<file path="src/rtl/icache_pkg.sv">
// rtl/icache_pkg.sv - shared constants, state encoding and address split helpers for the icache refill controller
//
// Default geometry: 32-bit byte addresses, 4 words per line, 64 sets.
// Address layout: {tag, index, word-in-line, byte-in-word}.
package icache_pkg;

    localparam int DEF_ADDR_W     = 32;
    localparam int DEF_LINE_WORDS = 4;
    localparam int DEF_SETS       = 64;

    localparam int DEF_WORD_W = $clog2(DEF_LINE_WORDS);
    localparam int DEF_OFF_W  = DEF_WORD_W + 2;
    localparam int DEF_IDX_W  = $clog2(DEF_SETS);
    localparam int DEF_TAG_W  = DEF_ADDR_W - DEF_IDX_W - DEF_OFF_W;

    typedef enum logic [1:0] {
        IDLE  = 2'd0,
        FILL  = 2'd1,
        TAGWR = 2'd2,
        FLUSH = 2'd3
    } state_e;

    function automatic logic [DEF_TAG_W-1:0] tag_of(input logic [DEF_ADDR_W-1:0] addr);
        return addr[DEF_ADDR_W-1 -: DEF_TAG_W];
    endfunction

    function automatic logic [DEF_IDX_W-1:0] idx_of(input logic [DEF_ADDR_W-1:0] addr);
        return addr[DEF_OFF_W +: DEF_IDX_W];
    endfunction

endpackage

</file>
<file path="src/rtl/icache_refill_ctrl.sv">
// rtl/icache_refill_ctrl.sv - miss refill and whole-cache flush sequencer for a direct-mapped icache
//
// Ports:
//   clk, rst_n            clock, asynchronous active-low reset
//   pc, pc_valid, hit     fetch lookup and its tag-compare result
//   flush                 single-cycle request to invalidate every set
//   stall                 fetch must hold pc (combinational)
//   mem_req/addr/ack/rdata  word-at-a-time line read from main memory
//   data_we/idx/word/wdata  data array write port
//   tag_we/idx/wdata/valid  tag+valid array write port
module icache_refill_ctrl
    import icache_pkg::*;
#(
    parameter int ADDR_W     = DEF_ADDR_W,
    parameter int LINE_WORDS = DEF_LINE_WORDS,
    parameter int SETS       = DEF_SETS
) (
    input  logic                          clk,
    input  logic                          rst_n,
    input  logic [ADDR_W-1:0]             pc,
    input  logic                          pc_valid,
    input  logic                          hit,
    input  logic                          flush,
    output logic                          stall,
    output logic                          mem_req,
    output logic [ADDR_W-1:0]             mem_addr,
    input  logic                          mem_ack,
    input  logic [31:0]                   mem_rdata,
    output logic                          data_we,
    output logic [$clog2(SETS)-1:0]       data_idx,
    output logic [$clog2(LINE_WORDS)-1:0] data_word,
    output logic [31:0]                   data_wdata,
    output logic                          tag_we,
    output logic [$clog2(SETS)-1:0]       tag_idx,
    output logic [ADDR_W-$clog2(SETS)-$clog2(LINE_WORDS)-3:0] tag_wdata,
    output logic                          tag_valid
);

    localparam int WORD_W = $clog2(LINE_WORDS);
    localparam int OFF_W  = WORD_W + 2;
    localparam int IDX_W  = $clog2(SETS);
    localparam int TAG_W  = ADDR_W - IDX_W - OFF_W;
    localparam int LINE_W = ADDR_W - OFF_W;

    state_e             state_q, state_d;
    logic [WORD_W-1:0]  beat_q, beat_d;
    logic [IDX_W-1:0]   set_q, set_d;
    logic               flush_pend_q, flush_pend_d;
    // Line address of the miss being refilled: {tag, index}.
    logic [LINE_W-1:0]  line_q, line_d;

    logic miss;
    logic pc_unused;

    assign miss      = pc_valid & ~hit;
    assign pc_unused = ^pc[OFF_W-1:0];

    always_comb begin
        state_d      = state_q;
        beat_d       = beat_q;
        set_d        = set_q;
        flush_pend_d = flush_pend_q;
        line_d       = line_q;
        case (state_q)
            IDLE: begin
                // A flush, new or deferred, wins over a same-cycle miss.
                if (flush || flush_pend_q) begin
                    state_d = FLUSH;
                    set_d   = '0;
                end else if (miss) begin
                    line_d  = pc[ADDR_W-1:OFF_W];
                    beat_d  = '0;
                    state_d = FILL;
                end
            end
            FILL: begin
                if (flush) flush_pend_d = 1'b1;
                if (mem_ack) begin
                    beat_d = beat_q + 1'b1;
                    if (&beat_q) state_d = TAGWR;
                end
            end
            TAGWR: begin
                if (flush) flush_pend_d = 1'b1;
                state_d = IDLE;
            end
            FLUSH: begin
                // Flush pulses here are dropped: the walk is already covering every set.
                set_d = set_q + 1'b1;
                if (&set_q) begin
                    state_d      = IDLE;
                    flush_pend_d = 1'b0;
                end
            end
            default: state_d = IDLE;
        endcase
    end

    always_ff @(posedge clk or negedge rst_n) begin
        if (!rst_n) begin
            state_q      <= IDLE;
            beat_q       <= '0;
            set_q        <= '0;
            flush_pend_q <= 1'b0;
            line_q       <= '0;
        end else begin
            state_q      <= state_d;
            beat_q       <= beat_d;
            set_q        <= set_d;
            flush_pend_q <= flush_pend_d;
            line_q       <= line_d;
        end
    end

    assign stall    = (state_q != IDLE) | miss | flush_pend_q;

    assign mem_req  = (state_q == FILL);
    assign mem_addr = {line_q, beat_q, 2'b00};

    assign data_we    = (state_q == FILL) & mem_ack;
    assign data_idx   = line_q[IDX_W-1:0];
    assign data_word  = beat_q;
    assign data_wdata = (state_q == FILL) ? mem_rdata : 32'd0;

    // Tag port is shared: the refilled line's tag in TAGWR, clearing writes during the flush walk.
    assign tag_we    = (state_q == TAGWR) | (state_q == FLUSH);
    assign tag_idx   = (state_q == FLUSH) ? set_q : line_q[IDX_W-1:0];
    assign tag_wdata = (state_q == TAGWR) ? line_q[LINE_W-1 -: TAG_W] : '0;
    assign tag_valid = (state_q == TAGWR);

endmodule

</file>
<file path="config.mk">
export PLATFORM = sky130hd
export DESIGN_NAME = icache_refill_ctrl
export DESIGN_NICKNAME = d
export VERILOG_FILES = /design/src/rtl/icache_pkg.sv /design/src/rtl/icache_refill_ctrl.sv
export SDC_FILE = /design/constraint.sdc
export NUM_CORES = 1
export LEC_CHECK = 0
export BUFFER_PORTS_ARGS = -buffer_cell sky130_fd_sc_hd__buf_2
export CAP_MARGIN = 10
export CORE_ASPECT_RATIO = 0.6
export CORE_MARGIN = 2
export CORE_UTILIZATION = 25
export DETAILED_ROUTE_END_ITERATION = 8
export HOLD_SLACK_MARGIN = 0.03
export REMOVE_ABC_BUFFERS = 1
export SETUP_SLACK_MARGIN = 0.4
export SYNTH_ARGS = -nofsm -noshare
export SYNTH_HDL_FRONTEND = slang
export SYNTH_SLANG_ARGS = --single-unit
</file>
<file path="constraint.sdc">
create_clock -name clk -period 1.66 [get_ports clk]
set_input_delay 0.332 -clock clk [delete_from_list [all_inputs] [get_ports clk]]
set_output_delay 0.332 -clock clk [all_outputs]
set_load 0.1 [all_outputs]
</file>
==> impl_results.md, run 1 <==
* Number of global-route vias before repair at 2363
* RSZ-0062 raised after global routing: true
* Largest net degree at the start of global routing at 40
* Worst Path Max Fanout at 13
* Synth cell count leaders: 55 x and2_1, 39 x dfrtp_1, 20 x mux2_4, 17 x mux2_2, 10 x buf_4
* Final wirelength at 7.783 mm
* Met1 Track Usage GR at 20.01%
* CP Launch Type: flop
* Total power at 9.680 mW
* YS warnings at 0
* CP Buf/Inv Count at 4
* I/O pin cnt at 175
* Placed wire-length estimate at 5.489 mm
* Share of cells above drive strength 1 at 78.84%
* Core Footprint at 9155 µm²
* Leading area contributor after synthesis: dfrtp_1
* Max Fclk at 520.9 MHz
* Slowest Stage Delay on Critical Path at 0.39 ns
* PnR worst setup slack at -0.2598 ns
* First-pass GRT wire length at 12.19 mm
* FF-to-FF path depth at 8
* Top cells by area, synth: dfrtp_1 42%, and2_1 15%, mux2_4 13%
* Worst VDD drop at 866.2 µV
* Async SR Flop Fraction at 100.0%
* Reg2reg start: state_q[0]
* Maximum root-to-sink buffer count at 2
* Core Rows at 27
* Port bufs at 168
* Critical path class: flop to output pin
* DR iter-0 viols at 39
* RR Endpoint: line_q[26]
* Syn Area/Cell at 11.14 µm²
* Post-route DRC at 0
* Diodes inserted at 0
* CTS Hold Bufs at 0
* #FFs+latches synth at 39
* Initial antenna violation count at 0
* Overflow after GRT at 0
* Initial core utilization at 25.67%
* H-tree depth at 2
* Busiest grt layer: met2
* Gpl congestion at 0.7644
* Critical path, cell by cell: buf_6 > buf_6 > ha_4 > buf_12 > and2_1 > buf_12
* Clock Pin Slew Worst Setup and Hold Paths at 0.06 ns
* Cell variety after synth at 30
* Hold Crit Class: primary input to asynchronous set/reset pin
* Skew final at 0.004037 ns
* Relative slew margins at 66.38%
* Slew Viols, Final at 0
* CP top delay family: buffers and inverters
* Gate Count Post-Synth at 211
* R2r setup slk at -0.19 ns
* Req. time, crit path at 1.33 ns
* Die Footprint at 10220 µm²
* Root Buffer: clkbuf_16
* LEAKAGE at 2.598 nW
* Die Ht at 79.10 µm
* Global routing usage on met2 at 25.53%
* Slowest cell on crit path: dfrtp_1
* Mapped Area at 2350 µm²
* CTS tree: built
* Synth top area share at 41.53%
* Drt pass-1 iters at 4
* Cells after DPL at 507
* Fin nets at 473
* Routed Antenna Nets at 0
* Drt wl/cell at 14.77 µm
* Final std cells w/o fill at 527
* Minimum clock period at 1.920 ns
* Worst Max-Slew Pin Slew at 0.5043 ns
* Final hold violation count at 0
* Layout overhead on the synthesized area at 132.2%
* GR Util met3 at 3.774%
* Most frequent cell after synthesis: and2_1
* Post-synth EDFFs at 0
* Via Count at 2225
* Total CTS buffers at 5
* Crit. End Element: output pin
* Status: finished, violations left
* Critical path arrival at 1.59 ns
* Clock insertion delay at the later pin of the skew report at 0.28 ns
* Pwr Density at 1774 nW/µm²
* Register area share after synthesis at 41.53%
* Filler Cell Count at 715
* Final setup fails at 99
* Tcrit/Tclk final at 115.6%
* GRT Resource Usage Total at 15.17%
* Violated checks: negative setup slack
* Maxcap violations at 0
* CTS sink cnt at 39
* Via-per-instance ratio at 4.222
* Main synth FF type: dfrtp_1
* Post-Place Worst Slack at -0.1913 ns
* Die width at 129.2 µm
-- area by class of cell --
| type | count | area [µm²] | area share [%] |
|---|---|---|---|
| Clock buffer | 6 | 128.9 | 2.362 |
| Timing Repair Buffer | 197 | 2669 | 48.91 |
| Multi-Input combinational cell | 150 | 1433 | 26.26 |
| Clock inverter | 2 | 60.06 | 1.101 |
| Tap cell | 130 | 162.7 | 2.981 |
| Sequential cell | 39 | 987.2 | 18.09 |
| Inverter | 3 | 16.27 | 0.2981 |
-- layout by cell type (no fill, tap or decap), drive strengths merged, types with 2 or more instances in the layout --
master  count
a21oi       2
and2       55
buf       196
bufinv      2
clkbuf      7
conb        2
dfrtp      39
ha          7
inv         3
mux2       37
nand2       9
nand2b      2
nand3       4
nor2        8
nor2b       3
nor3        2
nor3b       2
o21ai       6
or2         2
xnor2       4
-- timing repair --
item / CTS / global route
endpoints found under the hold margin: 0 / 0
gates resized for setup: 211 / 46
setup endpoints to repair: 142 / 140
setup buffers: 6 / 2
cloned: 3 / 1
pin swaps: 6 / 4
-- worst reg2reg max path, stage by stage (launching register included) --
cell	delay (ns)
dfrtp_1	0.39
buf_6	0.13
inv_4	0.08
ha_4	0.16
nor3b_4	0.25
nand2b_4	0.13
buf_4	0.16
buf_12	0.13
mux2_4	0.30
-- per-layer routing --
metal | part of all wire, % | up-vias
li1 | - | 1057
met1 | 42 | 1089
met2 | 52 | 73
met3 | 5.0 | 6
met4 | 0.69 | 0
met5 | 0 | -
-- metrics by stage --
step	instance area (µm²)	hold WS, ns	setup TNS, ns	utilization [%]
global placement	4240	0.4202	-8.485	46.32
CTS	5228	0.1215	-17.08	57.10
finish	5456	0.09774	-16.57	59.60
floorplan	2201	0.03641	-88.98	-
detailed placement	4240	0.4252	-11.48	46.32
global route	5456	0.1414	-22.75	59.60
-- worst max path at each step --
stage,start,end,slack (ns),depth (start not counted)
floorplan,state_q[1],data_word[0],-1.69,5
global placement,state_q[0],line_q[26],-0.16,7
detailed placement,state_q[0],line_q[15],-0.19,7
CTS,state_q[0],data_wdata[23],-0.28,6
global route,state_q[1],data_wdata[18],-0.32,6
finish,state_q[0],data_wdata[18],-0.26,6
-- state kept, by name, indices dropped and copies added, names as in the netlist --
signal	flops
set_q	6
state_q	2
flush_pend_q	1
line_q	28
data_word	2
-- kinds of logic after synthesis --
family / Yosys count / share of synthesized area [%]
simple gates: 88 / 21.99
compound gates: 11 / 2.769
buf+inv: 23 / 6.975
other cells: 1 / 0.1596
fa+ha+maj: 7 / 3.727
flops: 39 / 41.53
xor+xnor: 4 / 1.491
mux: 38 / 21.35
-- power breakdown --
group / total (mW) / internal [mW] / switching [mW]
sequential: 1.32 / 1.10 / 0.218
clock: 1.23 / 0.862 / 0.366
combinational: 7.13 / 2.77 / 4.36
total: 9.68 / 4.73 / 4.95
(Power assumes the default switching activity.)
==> inputs of run 2 (changes only) <==
--- a/config.mk
+++ b/config.mk
@@ -7,7 +7,7 @@
 export LEC_CHECK = 0
 export BUFFER_PORTS_ARGS = -buffer_cell sky130_fd_sc_hd__buf_2
 export CAP_MARGIN = 10
-export CORE_ASPECT_RATIO = 0.6
+export CORE_ASPECT_RATIO = 1.1
 export CORE_MARGIN = 2
 export CORE_UTILIZATION = 25
 export DETAILED_ROUTE_END_ITERATION = 8
==> impl_results.md, run 2 (synthesis gave the netlist of run 1 again) <==
* Root Buffer: clkbuf_8
* Maxcap violations at 0 (unchanged)
* CTS Hold Bufs at 0 (unchanged)
* Drt pass-1 iters at 4 (unchanged)
* Status: finished, violations left
* Via Count at 2341 (+5.2%)
* Initial core utilization at 25.38% (-0.29 points)
* Overflow after GRT at 0 (unchanged)
* Clock Pin Slew Worst Setup and Hold Paths at 0.10 ns (+0.04 ns)
* PnR worst setup slack at -0.2226 ns (+0.03716 ns)
* Core Footprint at 9259 µm² (+1.1%)
* Tcrit/Tclk final at 113.4% (-2.2 points)
* Placed wire-length estimate at 5.980 mm (+8.9%)
* Die Footprint at 10190 µm² (-0.24%)
* Largest net degree at the start of global routing at 28 (-30%)
* Die Ht at 105.7 µm (+34%)
* Final hold slack at 0.05565 ns (-0.04208 ns)
* FF-to-FF path depth at 7 (-1)
* Max Fclk at 531.2 MHz (+2.0%)
* Post-route DRC at 0 (unchanged)
* Layout overhead on the synthesized area at 142.7%
* Setup tns final at -15.12 ns (+1.447 ns)
* RR Endpoint: line_q[6]
* GRT Resource Usage Total at 16.03% (+0.86 points)
* Top flop regs: line_q x28, set_q x6
* Die width at 96.44 µm (-25%)
* Hold Crit Class: primary input to asynchronous set/reset pin
* Pwr Density at 1676 nW/µm² (-5.5%)
* Gpl congestion at 0.7899 (+3.3%)
* Most common cell after layout, fill and taps aside: buf_12
* Reg area at 994.7 µm² (+0.76%)
* R2r setup slk at -0.17 ns (+0.02 ns)
* Number of global-route vias before repair at 2588 (+9.5%)
* Crit. End Element: output pin
* Commonest non-fill, non-tap cells in the layout: 109 x buf_12, 65 x buf_2, 55 x and2_4
* Slew Viols, Final at 0 (unchanged)
* Reg2reg start: state_q[0]
* Max reg flops at 28 (unchanged)
* Maximum root-to-sink buffer count at 2 (unchanged)
* CTS sink cnt at 39 (unchanged)
* First-pass GRT wire length at 12.79 mm (+4.9%)
* Final setup fails at 101 (+2.0%)
* Initial antenna violation count at 0 (unchanged)
* Slowest Stage Delay on Critical Path at 0.46 ns (+0.07 ns)
* Core Rows at 37 (+37%)
* Total CTS buffers at 5 (unchanged)
* Req. time, crit path at 1.33 ns (about the same)
* Area of the multi-input gates at 1524 µm² (+6.4%)
* LEAKAGE at 2.691 nW (+3.6%)
* Routed Antenna Nets at 0 (unchanged)
* Port bufs at 168 (unchanged)
* RSZ-0062 raised after global routing: true
* Violated checks: negative setup slack
* Final wirelength at 8.550 mm (+9.9%)
* Final hold violation count at 0 (unchanged)
* Share of cells above drive strength 1 at 84.88% (+6.0 points)
* Diodes inserted at 0 (unchanged)
* H-tree depth at 2 (unchanged)
* Area after DPL at 4254 µm² (+0.32%)
* CTS tree: built
* Slowest cell on crit path: dfrtp_2
* DR iter-0 viols at 71 (+82%)
* Clock insertion delay at the later pin of the skew report at 0.30 ns (+0.02 ns)
* Via-per-instance ratio at 4.442 (+5.2%)
* Most flop-heavy register: line_q
* Worst Path Max Fanout at 4 (-9)
* Filler Cell Count at 699 (-2.2%)
* Critical path class: flop to output pin
* Minimum clock period at 1.883 ns (-0.03716 ns)
* Relative slew margins at 55.41% (-11 points)
* Fin nets at 486 (+2.7%)
* Finished Cell Area at 5703 µm² (+4.5%)
* CP Launch Type: flop
* Critical path arrival at 1.55 ns (-0.04 ns)
* I/O pin cnt at 175 (unchanged)
* Critical path, cell by cell: ha_4 > buf_6 > mux2_4 > buf_12
* Worst Max-Slew Pin Slew at 0.6689 ns (+0.1646 ns)
* Drt wl/cell at 16.22 µm (+9.9%)
* Worst VDD drop at 664.0 µV (-23%)
* Skew final at 0.01675 ns (+0.01271 ns)
## run 2: changes by cell type in the layout (fill, tap and decap cells not counted), sizes merged
cell    delta
buf       +14
bufinv     -1
clkinv     +2
clkbuf     -2
## run 2: timing repair
item	CTS	global route
pin swaps	16	8
gates resized for setup	291	28
endpoints found under the setup margin	142	142
buffers inserted	11	7
cloned	3	0
## run 2: power by group
group	internal, mW	total [mW]	switching [mW]
sequential	1.11	1.37	0.258
clock	0.448	0.806	0.358
combinational	2.98	7.39	4.41
total	4.53	9.56	5.03
## run 2: through the flow
stage	power (mW)	cells	util (%)	setup WS, ns
4_1_cts	9.437	520	59.96	-0.2219
6_report	9.561	527	61.59	-0.2226
3_5_place_dp	7.288	498	45.95	-0.1214
3_3_place_gp	7.231	498	45.95	-0.07498
5_1_grt	9.917	527	61.59	-0.2608
2_1_floorplan	5.208	192	-	-1.691
## run 2: critical path: cells and delay by family, from the launching register on
family / cells / cell delay [ns]
mux: 1 / 0.31
buf+inv: 2 / 0.30
fa+ha+maj: 1 / 0.19
flops: 1 / 0.46
## run 2: worst max path at each step
stage	startpoint	to	slack, ns	cells past startpoint
6_report	state_q[1]	tag_idx[3]	-0.22	4
5_1_grt	state_q[1]	tag_idx[2]	-0.26	4
4_1_cts	state_q[1]	tag_idx[2]	-0.22	4
3_5_place_dp	state_q[1]	line_q[11]	-0.12	6
3_3_place_gp	state_q[1]	tag_idx[1]	-0.07	4
2_1_floorplan	state_q[1]	data_word[0]	-1.69	5
## run 2: per-layer routing
layer  vias up  wire length, µm  GRT usage (%)
met3        12              691          3.145
met1      1129             2969          16.97
met5         -                0              0
met4         0              155          4.628
li1       1079                -              -
met2       121             4733          31.00
## run 2: layout make-up
class	count	area share (%)
inverters	3	0.2852
repair buffers	210	51.01
multi-input cells	150	26.72
clock inverters	3	0.7679
clock buffers	5	1.207
flip-flops and latches	39	17.44
well taps	117	2.567
==> inputs of run 3 (changes only) <==
--- a/config.mk
+++ b/config.mk
@@ -12,6 +12,7 @@
 export CORE_UTILIZATION = 25
 export DETAILED_ROUTE_END_ITERATION = 8
 export HOLD_SLACK_MARGIN = 0.03
+export MAX_ROUTING_LAYER = met4
 export REMOVE_ABC_BUFFERS = 1
 export SETUP_SLACK_MARGIN = 0.4
 export SYNTH_ARGS = -nofsm -noshare
==> impl_results.md, run 3 (synthesis gave the netlist of run 1 again) <==
* Clock Pin Slew Worst Setup and Hold Paths at 0.10 ns (about the same)
* Pwr Density at 1677 nW/µm² (about the same)
* Initial antenna violation count at 0 (unchanged)
* RSZ-0062 raised after global routing: true
* GRT Resource Usage Total at 16.47% (+0.43 points)
* Total CTS buffers at 5 (unchanged)
* Layout overhead on the synthesized area at 142.7% (unchanged)
* Final setup fails at 101 (unchanged)
* Drt wl/cell at 16.17 µm (-0.34%)
* Setup tns final at -15.15 ns (-0.02420 ns)
* R2r setup slk at -0.17 ns (about the same)
* Worst VDD drop at 664.0 µV (about the same)
* Via Count at 2349 (+0.34%)
* Port bufs at 168 (unchanged)
* Drt pass-1 iters at 4 (unchanged)
* Maxcap violations at 0 (unchanged)
* Final hold violation count at 0 (unchanged)
* Diodes inserted at 0 (unchanged)
* Initial core utilization at 25.38% (unchanged)
* Relative slew margins at 56.11% (+0.70 points)
* Filler Cell Count at 699 (unchanged)
* Worst Max-Slew Pin Slew at 0.6584 ns (-0.01057 ns)
* Commonest non-fill, non-tap cells in the layout: 109 x buf_12, 65 x buf_2, 55 x and2_4
* Critical path arrival at 1.55 ns (about the same)
* CP Launch Type: flop
* Area after DPL at 4254 µm² (unchanged)
* Largest net degree at the start of global routing at 28 (unchanged)
* Die width at 96.44 µm (unchanged)
* CTS sink cnt at 39 (unchanged)
* Top flop regs: line_q x28, set_q x6
* First-pass GRT wire length at 12.79 mm (unchanged)
* Clock insertion delay at the later pin of the skew report at 0.30 ns (about the same)
* Max reg flops at 28 (unchanged)
* PnR worst setup slack at -0.2226 ns (+0.00001200 ns)
* Most common cell after layout, fill and taps aside: buf_12
* Tcrit/Tclk final at 113.4% (about the same)
* Critical path class: flop to output pin
* FF-to-FF path depth at 7 (unchanged)
* Gpl congestion at 0.8010 (+1.4%)
* Slew Viols, Final at 0 (unchanged)
* Maximum root-to-sink buffer count at 2 (unchanged)
* Finished Cell Area at 5703 µm² (unchanged)
* Die Ht at 105.7 µm (unchanged)
* Core Rows at 37 (unchanged)
* Hold Crit Class: primary input to asynchronous set/reset pin
* Number of global-route vias before repair at 2591 (+0.12%)
* Worst Path Max Fanout at 4 (unchanged)
* Reg2reg start: state_q[0]
* Most flop-heavy register: line_q
* Violated checks: negative setup slack
* Share of cells above drive strength 1 at 84.88% (unchanged)
* Via-per-instance ratio at 4.457 (+0.34%)
* Crit. End Element: output pin
* LEAKAGE at 2.691 nW (unchanged)
* RR Endpoint: line_q[6]
* Die Footprint at 10190 µm² (unchanged)
* Root Buffer: clkbuf_8
* Max Fclk at 531.2 MHz (about the same)
* DR iter-0 viols at 87 (+23%)
* Minimum clock period at 1.883 ns (-0.00001200 ns)
* Routed Antenna Nets at 0 (unchanged)
* Placed wire-length estimate at 5.980 mm (unchanged)
* Status: finished, violations left
* Final wirelength at 8.521 mm (-0.34%)
* Req. time, crit path at 1.33 ns (about the same)
* I/O pin cnt at 175 (unchanged)
* CTS tree: built
* Overflow after GRT at 0 (unchanged)
* Fin nets at 486 (unchanged)
* Final hold slack at 0.05488 ns (-0.0007763 ns)
* Skew final at 0.01792 ns (+0.001172 ns)
* Post-route DRC at 0 (unchanged)
* Core Footprint at 9259 µm² (unchanged)
* H-tree depth at 2 (unchanged)
[run 3: layout make-up]
cell class              count  area, µm²  share of cell area, %
well taps                 117      146.4                  2.567
repair buffers            210       2909                  51.01
multi-input cells         150       1524                  26.72
flip-flops and latches     39      994.7                  17.44
clock buffers               5      68.82                  1.207
clock inverters             3      43.79                 0.7679
inverters                   3      16.27                 0.2852
[run 3: how the worst max path moves through the flow]
stage / cells past startpoint / slack [ns] / startpoint / to
after CTS: 4 / -0.22 / state_q[1] / tag_idx[2]
after floorplan: 5 / -1.69 / state_q[1] / data_word[0]
after global routing: 4 / -0.26 / state_q[1] / tag_idx[2]
after global placement: 4 / -0.07 / state_q[1] / tag_idx[1]
after detailed placement: 6 / -0.12 / state_q[1] / line_q[11]
final: 4 / -0.22 / state_q[1] / tag_idx[3]
[run 3: critical path, stage by stage (launching register included)]
cell and delay (ns):
dfrtp_2 0.46, ha_4 0.19, buf_6 0.13, mux2_4 0.31, buf_12 0.17
[run 3: per-layer routing]
| layer | part of all wire (%) | global-route usage, % | routed length (µm) | up-vias |
|---|---|---|---|---|
| li1 | - | - | - | 1078 |
| met1 | 35 | 17.46 | 3007 | 1140 |
| met2 | 56 | 31.05 | 4734 | 119 |
| met3 | 7.2 | 2.287 | 614 | 12 |
| met4 | 1.9 | 4.628 | 163 | 0 |
| met5 | 0 | - | 0 | - |
[run 3: what timing repair did]
action | CTS | global route
resized for setup | 291 | 28
pin swaps | 16 | 8
gates cloned | 3 | 0
hold buffers | 0 | 0
buffers inserted | 11 | 7
endpoints found under the setup margin | 142 | 142
[run 3: through the flow]
| step | std cells | worst slack (ns) | util [%] | power (mW) |
|---|---|---|---|---|
| 2_1_floorplan | 192 | -1.691 | - | 5.208 |
| 3_3_place_gp | 498 | -0.07498 | 45.95 | 7.231 |
| 3_5_place_dp | 498 | -0.1214 | 45.95 | 7.288 |
| 4_1_cts | 520 | -0.2219 | 59.96 | 9.437 |
| 5_1_grt | 527 | -0.2608 | 61.59 | 9.917 |
| 6_report | 527 | -0.2226 | 61.59 | 9.562 |
[run 3: where the power goes]
part | switching, mW | total (mW) | internal [mW]
Clock | 0.360 | 0.808 | 0.448
Sequential | 0.258 | 1.37 | 1.11
Combinational | 4.41 | 7.39 | 2.98
